$ cat config.mk
export PLATFORM = sky130hd
export DESIGN_NAME = llbit_ctrl
export DESIGN_NICKNAME = d
export VERILOG_FILES = /design/src/rtl/llbit_ctrl.sv
export SDC_FILE = /design/constraint.sdc
export NUM_CORES = 1
export LEC_CHECK = 0
export CORE_MARGIN = 8
export CORE_UTILIZATION = 25
export DETAILED_ROUTE_END_ITERATION = 8
export PLACE_DENSITY = 0.54
export SLEW_MARGIN = 5
export SYNTH_ARGS = -nofsm -noshare
export SYNTH_HDL_FRONTEND = slang
export SYNTH_SLANG_ARGS = --single-unit
$ cat constraint.sdc
create_clock -name clk -period 2 [get_ports clk]
set_clock_uncertainty 0.15 [all_clocks]
set_input_delay 0.4 -clock clk [delete_from_list [all_inputs] [get_ports clk]]
set_output_delay 0.4 -clock clk [all_outputs]
set_load 0.1 [all_outputs]
$ cat src/rtl/llbit_ctrl.sv
// llbit_ctrl: LLbit resource controller for the MIPS pipeline.
//
// Tracks LL operations between EX issue and WB retirement, holds the
// architectural link state and link address, arbitrates the LLbit clear
// sources and decides SC success.
//
// state  | meaning
// IDLE   | no valid link; SC will fail
// LINKED | LLbit set; link_addr_q holds the linked word address
//
// Ports:
//   clk, rst_n       core clock (rising edge), async active-low reset
//   ll_issue         LL issued in EX, allocates one pending LLbit write
//   sc_issue/sc_addr SC in EX requesting LLbit evaluation
//   llbit_wr_wb, llbit_wdata_wb, link_addr_wb   LLbit write retiring at WB
//   store_valid/store_addr                      committed store snoop
//   excp_flush       exception/ERET flush
//   stall_req        hold EX: SC waiting on a pending LLbit write
//   pend_full        pending counter at PEND_DEPTH
//   sc_success       SC result, valid when sc_issue & ~stall_req
//   llbit            architectural LLbit
module llbit_ctrl #(
  parameter int ADDR_W     = 32,
  parameter int PEND_DEPTH = 4,
  parameter int CNT_W      = 3
) (
  input  logic              clk,
  input  logic              rst_n,
  input  logic              ll_issue,
  input  logic              sc_issue,
  input  logic [ADDR_W-1:0] sc_addr,
  input  logic              llbit_wr_wb,
  input  logic              llbit_wdata_wb,
  input  logic [ADDR_W-1:0] link_addr_wb,
  input  logic              store_valid,
  input  logic [ADDR_W-1:0] store_addr,
  input  logic              excp_flush,
  output logic              stall_req,
  output logic              pend_full,
  output logic              sc_success,
  output logic              llbit
);

  typedef enum logic {IDLE = 1'b0, LINKED = 1'b1} state_e;

  localparam logic [CNT_W-1:0] DEPTH_C = CNT_W'(PEND_DEPTH);

  state_e            state_q, state_d;
  logic [CNT_W-1:0]  pend_cnt_q, pend_cnt_d;
  logic [ADDR_W-1:0] link_addr_q, link_addr_d;

  logic linked;
  logic inc, dec;
  logic wb_set, wb_clr;
  logic store_hit, store_hit_new;
  logic clr_any;

  // Word-granular address compare: byte offset bits are ignored.
  function automatic logic addr_match(input logic [ADDR_W-1:0] a,
                                      input logic [ADDR_W-1:0] b);
    return a[ADDR_W-1:2] == b[ADDR_W-1:2];
  endfunction

  assign linked    = (state_q == LINKED);
  assign llbit     = linked;
  assign pend_full = (pend_cnt_q == DEPTH_C);

  // An SC must not evaluate while an older LL write is still in flight,
  // otherwise it would read a stale LLbit. A flush kills the SC instead.
  assign stall_req  = sc_issue & (pend_cnt_q != '0) & ~excp_flush;
  assign sc_success = sc_issue & ~stall_req & ~excp_flush & linked
                    & addr_match(sc_addr, link_addr_q);

  assign inc = ll_issue & ~pend_full;
  assign dec = llbit_wr_wb & (pend_cnt_q != '0);

  assign wb_set = llbit_wr_wb & llbit_wdata_wb;
  assign wb_clr = llbit_wr_wb & ~llbit_wdata_wb;

  assign store_hit     = store_valid & linked & addr_match(store_addr, link_addr_q);
  // A store to the address being linked this very cycle must also break it.
  assign store_hit_new = store_valid & wb_set & addr_match(store_addr, link_addr_wb);

  assign clr_any = store_hit | store_hit_new | sc_success | wb_clr;

  always_comb begin
    state_d     = state_q;
    pend_cnt_d  = pend_cnt_q;
    link_addr_d = link_addr_q;

    if (excp_flush) begin
      state_d    = IDLE;
      pend_cnt_d = '0;
    end else begin
      if (inc && !dec)      pend_cnt_d = pend_cnt_q + CNT_W'(1);
      else if (dec && !inc) pend_cnt_d = pend_cnt_q - CNT_W'(1);

      if (clr_any) begin
        state_d = IDLE;
      end else if (wb_set) begin
        state_d     = LINKED;
        link_addr_d = link_addr_wb;
      end
    end
  end

  always_ff @(posedge clk or negedge rst_n) begin
    if (!rst_n) begin
      state_q     <= IDLE;
      pend_cnt_q  <= '0;
      link_addr_q <= '0;
    end else begin
      state_q     <= state_d;
      pend_cnt_q  <= pend_cnt_d;
      link_addr_q <= link_addr_d;
    end
  end

endmodule

# Word-level counts from Yosys, hierarchy flattened
# Index checks and enable logic that the tools add are counted.
[op_classes] n_reduce_logical=8 muxes=6 n_bitwise=22 n_addsub=2 eq_ne=4
[ops] op="$eq 30x30->1" count=3
[ops] op="$and 1x1->1" count=14
[ops] op="$mux 3" count=3
[ops] op="$reduce_bool 3->1" count=3
[ops] op="$not 1->1" count=5
[ops] op="$add 3x1->3 const B" count=1
[ops] op="$eq 3x3->1 const B" count=1
[ops] op="$mux 1" count=3
[ops] op="$or 1x1->1" count=3
[ops] op="$reduce_and 3->1" count=1
[ops] op="$sub 3x1->3 const B" count=1
[ops] op="$logic_and 1x1->1" count=2
[ops] op="$logic_not 1->1" count=2
[totals] inputBits=104 output_inout_bits=4 reg_bits=36 word_cells=45

# Depth between registers and ports, before layout
[logic_depth] word_depth=12 ltp_mapped=10

# Worst setup path before layout
# OpenSTA, ideal clock, no wires.
[synth_timing] path_kind="register to register" start="reg pend_cnt_q[1]" end="reg pend_cnt_q[2]" path_buffers=1 setup_time_ps=126 path_slack_ps=-2059 stages_incl_launch_ff=9 required_time_ps=1724 synth_period_minus_slack_ps=4059 t_arrival_ps=3783 cell_sequence="dfrtp_1 -> clkbuf_1 -> nor3_1 -> nor2_1 -> fa_1 -> a21oi_1 -> nor2_1 -> a221oi_1 -> nor2_1"
[synth_between] elab_chain_len=6
[synth_lines] element="start: declaration" line_no="49" text="logic [CNT_W-1:0] pend_cnt_q, pend_cnt_d;"
[synth_lines] element="start signal: assignment" line_no="114" text="pend_cnt_q <= pend_cnt_d;"
[synth_lines] element="$eq 3x3->1 *" line_no="66" text="assign pend_full = (pend_cnt_q == DEPTH_C);"
[synth_lines] element="named net pend_full" line_no="39" text="output logic pend_full,"
[synth_lines] element="$not 1->1 *" line_no="74" text="assign inc = ll_issue & ~pend_full;"
[synth_lines] element="$and 1x1->1 *" line_no="74"
[synth_lines] element="$logic_and 1x1->1 or $logic_not 1->1 (tied branches)" line_no="95, 96"
[synth_lines] element="$mux 3 or $logic_and 1x1->1 (tied branches)" line_no="95, 96"
[synth_lines] element="$mux 3 or $reduce_bool 3->1 (tied branches)"
# Mark *: on every way through the listed nets, which the timed path passes. The rest lies on a longest branch. The select of a mux whose other input is x is not followed.
# A chain may end at the register's enable or synchronous reset.

# Worst setup path after layout
[layout_timing] start="reg link_addr_q[21]" end="out sc_success"
[layout_between] elab_chain_len=2
[layout_lines] element="start: declaration" line_no="50" text="logic [ADDR_W-1:0] link_addr_q, link_addr_d;"
[layout_lines] element="start signal: assignment" line_no="115" text="link_addr_q <= link_addr_d;"
[layout_lines] element="$eq 30x30->1" line_no="61" text="return a[ADDR_W-1:2] == b[ADDR_W-1:2];"
[layout_lines] element="$and 1x1->1" line_no="72" text="& addr_match(sc_addr, link_addr_q);"
[layout_lines] element="end: declaration" line_no="40" text="output logic sc_success,"
# Every way passes these cells.

==> impl_metrics.ini <==
[run_status]
status = complete, but fails checks
violations = negative setup slack

[routing]
wl_per_cell_um = 17.59
ant_nets = 0
wirelength_mm = 9.427
vias_per_cell = 4.382
vias = 2349
dr.pass1.iters = 4
route.detailed.drc = 0
drtIter0Drc = 70

[finish]
layout-drive-gt1-share_pct = 33.75
final_common_cell = dlygate4sd2_1
area_delta_synth_final_pct = 77.83
nets = 504
final_util_pct = 45.32
final_cell_mix = dlygate4sd2_1, xnor2_1, buf_4
antenna_cells = 0

[timing]
slew_viol_final = 0
hold_viol_final = 0
grt_setup_unrepaired = yes
max_slew_margin_pct = 73.53
setup_viol = 33
worst_slack_ps = -474.4
maxClockFrequency_mhz = 404.1
min_period_ps = 2474
period_share_pct = 123.7
worst_pin_slew_ps = 387.0

[power]
peakVddDrop_mv = 0.2932
seqPwrFrac_pct = 33.3
power.leakage_nw = 2.053
swShare_pct = 33.00
clkPwrFrac_pct = 18.8
power.switching_uw = 937.5
total_power_mw = 2.841
power_density_nw_per_um2 = 612.6
p_int_mw = 1.903
p_comb_share_pct = 47.9

[yosys]
synth_top_area_share_pct = 32.63
synth.distinct_cells = 31
synthCells = 238
avgSynthCellArea_sq_um = 10.96
synth_edf_count = 0
synthesis.nets = 343
ys_warn_count = 0
ys_ff_latch = 34
ys.flop_type = dfrtp_1
synth_area_leaders = dfrtp_1, xnor2_1, mux2_4, xor2_1, nand4_1
async_flop_share_pct = 100.0
seq_area_frac_synth_pct = 32.63
netlist_area_sq_um = 2608
yosys.area.top_type = dfrtp_1

[placement]
dpl.hpwl_mm = 7.410
place_congestion = 0.7935
pre_cts_slack_ps = -873.6
portBuffers = 101

[clock_tree]
insertion_delay_ps = 280
cts.sinks = 34
clk_path_buf_depth = 2
cts_root_buffer = clkbuf_8
cts_buffers = 5
cts_tree = yes
clk_pin_slew_ps = 70
cts.hold.buffers_added = 0
htreeDepth = 2

[setup_path]
end_kind = output pin
worst_ep_required_time_ps = 1450
start_kind = register
critPathKind = register to output pin
crit_arrival_ps = 1920
cp_max_fo = 3
worstReg2RegStart = link_addr_q[3]
critPathLaunch = link_addr_q[21]

[die]
initial_utilization_pct = 25.49
num_rows = 37
die_area_sq_um = 13950
dieWidth_um = 118.1
core_sq_um = 10230
die_h_um = 118.1
num_io_pins = 108

[global_routing]
grt.total_usage_pct = 13.74
grt_pass1_wl_mm = 15.11
grt_pass1_vias = 2747
grt_max_degree = 35
grt_overflow_total = 0
antenna_found_initial = 1

[flow_run]
maxCapViolCount = 0

[worst_hold_path]
holdCritPathClass = primary input to register
hold_start = link_addr_wb[25]
-- state kept, by name, indices dropped and copies added (netlist names) --
register / flops
link_addr_q: 30
llbit: 1
pend_cnt_q: 3
-- worst max-delay path, stage by stage, from the launching register on --
cell	delay [ps]
dfrtp_1	420
xnor2_1	220
nand4_1	120
nor4_2	290
nand4b_1	160
buf_4	180
clkinvlp_4	80
buf_12	170
-- power groups by stage --
stage               Clock, mW  Combinational [mW]  Sequential (mW)
finish                  0.534                1.36            0.945
global route            0.589                1.47            0.965
CTS                     0.556                1.33            0.946
detailed placement          0                1.20            0.961
global placement            0                1.20            0.960
floorplan                   0               0.676            0.950
-- metrics by stage --
step                      hold WS, ps  TNS [ps]  cell area, sq um  cells
after floorplan                -45.59     -7188              2654    238
after global placement          412.8    -27240              4160    511
after detailed placement        410.8    -27470              4160    511
after CTS                       362.4    -10740              4561    533
after global routing            292.9    -14800              4637    536
final                           280.4    -12790              4637    536
-- synth_stat cells (all sizes together) (3+ instances only) --
library cell	n
xor2	21
xnor2	70
nand4	16
nor3	5
mux2	30
nand2	3
o21ai	3
inv	5
nor4	9
buf	3
nor2	7
a21oi	3
dfrtp	34
nand3	8
clkbuf	4
-- metal layers --
metal / global-route usage [%] / vias to the layer above / share of wire [%]
li1: - / 1160 / -
met1: 17.30 / 1104 / 45
met2: 23.06 / 75 / 48
met4: 2.322 / 2 / 0.47
met3: 3.933 / 8 / 5.6
met5: 0 / - / 0.11
-- final timing paths --
path | endpoint | slack (ps) | depth (start not counted)
max in group asynchronous | llbit | 1140 | 2
hold / removal | link_addr_q[25] | 280 | 2
setup reg to reg | link_addr_q[2] | -470 | 11
hold reg to reg | link_addr_q[14] | 430 | 1
setup / recovery | sc_success | -470 | 7
min in group asynchronous | link_addr_q[22] | 350 | 2
-- what timing repair did --
item	4_1_cts	5_1_grt
endpoints found under the setup margin	33	35
setup buffers	13	3
cloned	2	1
resized for setup	100	13
pin swaps	48	7
-- cell families after synthesis --
logic type / count (synthesis) / share of synthesized area, %
compound gates: 14 / 3.695
xor+xnor: 91 / 30.57
fa+ha+maj: 1 / 0.7678
buf+inv: 12 / 2.591
flops: 34 / 32.63
mux: 31 / 17.66
simple gates: 55 / 12.09
-- area by class of cell --
class / instances / area [sq um]
flip-flops and latches: 34 / 852.1
multi-input cells: 192 / 1916
clock buffers: 7 / 86.33
fillers: 961 / 5594
well taps: 136 / 170.2
inverters: 5 / 22.52
repair buffers: 161 / 1585
clock inverters: 1 / 5.005
Power figures use the tool's default switching activity.
